$ cat config.mk
export PLATFORM = sky130hd
export DESIGN_NAME = seq_shift_unit
export DESIGN_NICKNAME = d
export VERILOG_FILES = /design/src/rtl/seq_shift_unit.sv
export SDC_FILE = /design/constraint.sdc
export NUM_CORES = 1
export LEC_CHECK = 0
export ABC_AREA = 1
export BUFFER_PORTS_ARGS = -buffer_cell sky130_fd_sc_hd__buf_2
export CAP_MARGIN = 20
export CORE_AREA = 3 3 68 70
export DETAILED_ROUTE_END_ITERATION = 6
export DIE_AREA = 0 0 71 73
export GPL_TIMING_DRIVEN = 1
export PLACE_DENSITY = 0.84
export SKIP_CTS_REPAIR_TIMING = 1
export SLEW_MARGIN = 30
export SYNTH_ARGS = -nofsm -noshare
export SYNTH_HDL_FRONTEND = slang
export SYNTH_SLANG_ARGS = --single-unit
$ cat constraint.sdc
create_clock -name clk -period 1.9 [get_ports clk]
set_clock_uncertainty 0.05 [all_clocks]
set_input_delay 0.38 -clock clk [delete_from_list [all_inputs] [get_ports clk]]
set_output_delay 0.38 -clock clk [all_outputs]
set_load 0.05 [all_outputs]
$ cat src/rtl/seq_shift_unit.sv
// seq_shift_unit -- multi-cycle shift unit for the ALU.
//
// Purpose:
//   Accepts a WIDTH-bit operand and a shift amount on a start/ready handshake.
//   It then shifts the result register by one bit per clock until the amount
//   reaches zero, and pulses valid for one cycle. The result holds on Y until
//   the next accepted start.
//
// Ports:
//   clk    in   1      clock; all state changes on the rising edge
//   rst    in   1      synchronous, active-high reset (takes priority over start)
//   start  in   1      request; taken only while ready=1
//   A      in   WIDTH  operand, sampled on the accepting edge
//   shamt  in   SHW    shift amount, sampled on the accepting edge
//   dir    in   1      0 = left (toward MSB), 1 = right (toward LSB)
//   arith  in   1      right shifts: 1 = replicate MSB, 0 = zero fill
//   rot    in   1      (SEQ_SHIFT_ROTATE_EN only) 1 = rotate, overrides arith
//   ready  out  1      high in IDLE only
//   valid  out  1      one-cycle pulse, result on Y
//   Y      out  WIDTH  result register
//
// Build option:
//   SEQ_SHIFT_ROTATE_EN -- adds the rot input and rotate capability.

module seq_shift_unit #(
  parameter int WIDTH = 32,
  parameter int SHW   = 5
) (
  input  logic             clk,
  input  logic             rst,
  input  logic             start,
  input  logic [WIDTH-1:0] A,
  input  logic [SHW-1:0]   shamt,
  input  logic             dir,
  input  logic             arith,
`ifdef SEQ_SHIFT_ROTATE_EN
  input  logic             rot,
`endif
  output logic             ready,
  output logic             valid,
  output logic [WIDTH-1:0] Y
);

  typedef enum logic [1:0] {
    IDLE  = 2'd0,
    SHIFT = 2'd1,
    DONE  = 2'd2
  } state_e;

  state_e           state_q, state_d;
  logic [WIDTH-1:0] y_q, y_d;
  logic [SHW-1:0]   cnt_q, cnt_d;
  logic             dir_q, dir_d;
  logic             arith_q, arith_d;
`ifdef SEQ_SHIFT_ROTATE_EN
  logic             rot_q, rot_d;
`endif

  // One-bit step of the latched operation. Each step derives the bit that
  // enters at the vacated end.
  logic             fill_left, fill_right;
  logic [WIDTH-1:0] y_step;

  always_comb begin
`ifdef SEQ_SHIFT_ROTATE_EN
    fill_left  = rot_q ? y_q[WIDTH-1] : 1'b0;
    fill_right = rot_q ? y_q[0] : (arith_q & y_q[WIDTH-1]);
`else
    fill_left  = 1'b0;
    fill_right = arith_q & y_q[WIDTH-1];
`endif
    y_step = dir_q ? {fill_right, y_q[WIDTH-1:1]}
                   : {y_q[WIDTH-2:0], fill_left};
  end

  // Next-state and datapath control.
  always_comb begin
    // NOTE: every signal gets a default first, so no path leaves one
    // unassigned and infers a latch.
    state_d = state_q;
    y_d     = y_q;
    cnt_d   = cnt_q;
    dir_d   = dir_q;
    arith_d = arith_q;
`ifdef SEQ_SHIFT_ROTATE_EN
    rot_d   = rot_q;
`endif

    unique case (state_q)
      IDLE: begin
        if (start) begin
          y_d     = A;
          cnt_d   = shamt;
          dir_d   = dir;
          arith_d = arith;
`ifdef SEQ_SHIFT_ROTATE_EN
          rot_d   = rot;
`endif
          state_d = (shamt == '0) ? DONE : SHIFT;
        end
      end
      SHIFT: begin
        y_d   = y_step;
        // Leaving on cnt==1 means the counter stops at 0 and never wraps.
        cnt_d = cnt_q - 1'b1;
        if (cnt_q == SHW'(1)) state_d = DONE;
      end
      DONE:    state_d = IDLE;
      default: state_d = IDLE;
    endcase
  end

  always_ff @(posedge clk) begin
    // NOTE: state registers use non-blocking assignments only, so every flop
    // samples pre-edge values regardless of statement order.
    if (rst) begin
      state_q <= IDLE;
      y_q     <= '0;
      cnt_q   <= '0;
      dir_q   <= 1'b0;
      arith_q <= 1'b0;
`ifdef SEQ_SHIFT_ROTATE_EN
      rot_q   <= 1'b0;
`endif
    end else begin
      state_q <= state_d;
      y_q     <= y_d;
      cnt_q   <= cnt_d;
      dir_q   <= dir_d;
      arith_q <= arith_d;
`ifdef SEQ_SHIFT_ROTATE_EN
      rot_q   <= rot_d;
`endif
    end
  end

  assign ready = (state_q == IDLE);
  assign valid = (state_q == DONE);
  assign Y     = y_q;

endmodule

==> results.ini <==
[hold_path]
hold_start = rst
whs_endpoint = cnt_q[3]
hold_path_class = primary input to flop
min_path_cells = 2

[setup_path]
worst-r2r-setup-slack_ns = 0.32
path_class = flop to flop
required_ns = 2.07
critPathLaunchType = flop
worstRegToRegCells = 3
crit_path_end_kind = flop
r2r_end = Y[29]
arrival_ns = 1.75
critical_path.startpoint = state_q[0]
cp_max_fo = 30
r2r_start = state_q[0]

[routing]
route.antenna.remaining_nets = 0
wl_mm = 5.87
first_pass_iters = 5
viasPerCell = 5.64
vias = 2465
routedWlPerCell_um = 13.4
drc = 0
drtIter0Drc = 241

[floorplanning]
die_w_um = 71
placementRows = 23
core_area_sq_mm = 0.00403
start_util = 0.534
die_area_sq_mm = 0.00518
io_pins = 76
fp.dieH_um = 73

[synthesis]
ys_seq_elements = 41
synth.top_cell.area_share = 0.382
synth_area_sq_mm = 0.00215
syn_nets = 366
synth_top_cell_by_area = dfxtp_1
synth.distinct_cells = 21
yosysWarnings = 0
synth_area_leaders = dfxtp_1, a21oi_1, o21ai_0
yosysSeqAreaShare = 0.382
avgSynthCellArea_sq_um = 6.68
synthesis.instances = 322

[timing]
drv_slew = 0
setup_viol = 0
tightest_slew_ns = 0.932
fin_crit_ns = 1.58
hold_viol = 0
worst_slack_ns = 0.319
max_slew_margin = 0.378
setup_tns_ns = 0
fmax_ghz = 0.633
rsz0062_at_grt = false
final.period_utilization = 0.832

[grt]
grt_pass1_vias = 2224
grt_max_degree = 40
grt_pass1_wl_mm = 9.96
grt_overflow = 0
antenna_found_initial = 0
grt_usage = 0.235

[clocking]
h-tree-depth = 2
numCtsBuffers = 5
clk_latency_ns = 0.30
path_clk_slew_ns = 0.08
clock_sinks = 41
cts_tree = done
ctsLongestPathBuffers = 2
cts_root_buffer = clkbuf_8

[place]
numPortBuffers = 75
gp_congestion = 0.869
pre_cts_ws_ns = 0.357
dp_hpwl_mm = 4.07

[power]
ir_drop_mv = 0.472
static-leakage-power_nw = 1.19
cellPowerDensity_mw_per_mm2 = 1030

[status]
outcome = completed

[finish]
fin_nets = 431
final_common_cell = buf_2
most-common-layout-cells = buf_2, a21oi_1, nor2_1
layout-drive-gt1-share = 0.238
syn2layout_area_growth_pct = 22.4
n_antenna_cell = 0

[job]
cap_violations = 0

[power breakdown]
| part | internal, mW | total [mW] | switching, mW |
|---|---|---|---|
| logic | 0.264 | 0.945 | 0.681 |
| clock network | 0.382 | 0.683 | 0.301 |
| registers | 0.968 | 1.07 | 0.104 |
[registers in the layout, summed over array words and instances, names as in the netlist]
name / cells
state_q: 2
cnt_q: 5
arith_q: 1
dir_q: 1
Y: 32
[Yosys cell counts]
cell type / count
clkbuf_2: 1
nand3_1: 10
o21a_1: 1
xor2_1: 1
buf_2: 10
nand2_1: 21
nand2_4: 2
o21ai_1: 9
nor2_1: 64
ha_1: 2
o211ai_1: 2
inv_1: 14
dfxtp_1: 41
clkbuf_1: 9
a31oi_1: 3
clkinv_1: 1
inv_2: 1
a21oi_1: 66
o21ai_0: 60
buf_6: 2
buf_4: 2
[worst max-delay path by stage]
stage / endpoint / slack, ns / depth (start not counted)
4_1_cts: Y[29] / 0.34 / 3
6_report: Y[29] / 0.32 / 3
3_3_place_gp: Y[5] / 0.42 / 3
2_1_floorplan: valid / 0.43 / 2
3_5_place_dp: Y[24] / 0.36 / 3
5_1_grt: Y[5] / 0.20 / 3
[critical path: stages, from the launching register on]
cell and delay [ns]:
dfxtp_1 0.39, inv_1 0.71, a21oi_1 0.16, a21oi_1 0.19
[layout make-up]
| class | count | area, sq um |
|---|---|---|
| flip-flops and latches | 41 | 821 |
| fillers | 374 | 1400 |
| inverters | 16 | 60.1 |
| clock inverters | 2 | 35.0 |
| clock buffers | 5 | 68.8 |
| multi-input cells | 241 | 1140 |
| repair buffers | 82 | 440 |
| well taps | 50 | 62.6 |
[cells by family (layout without fill, tap and decap cells)]
kind of cell	count (synthesis)	in the layout	share of synthesized area
compound gates	141	141	0.334
simple gates	97	97	0.182
flops	41	41	0.382
buf+inv	40	105	0.0867
fa+ha+maj	2	2	0.0116
xor+xnor	1	1	0.00408
[per-layer routing]
layer,vias to the layer above,track usage,wire length [um]
li1,1219,-,-
met1,1101,0.306,2420
met2,132,0.387,2780
met3,13,0.0496,567
met4,0,0.0793,110
met5,-,0,0
[through the flow]
stage / cells / hold WS [ns] / power [mW] / utilization / area, sq um
2_1_floorplan: 322 / 0.399 / 1.80 / - / 2150
3_3_place_gp: 430 / 0.417 / 2.01 / 0.627 / 2530
3_5_place_dp: 430 / 0.420 / 2.03 / 0.627 / 2530
4_1_cts: 437 / 0.246 / 2.71 / 0.653 / 2630
5_1_grt: 437 / 0.241 / 2.85 / 0.653 / 2630
6_report: 437 / 0.246 / 2.70 / 0.653 / 2630
Power figures use the tool's default switching activity.
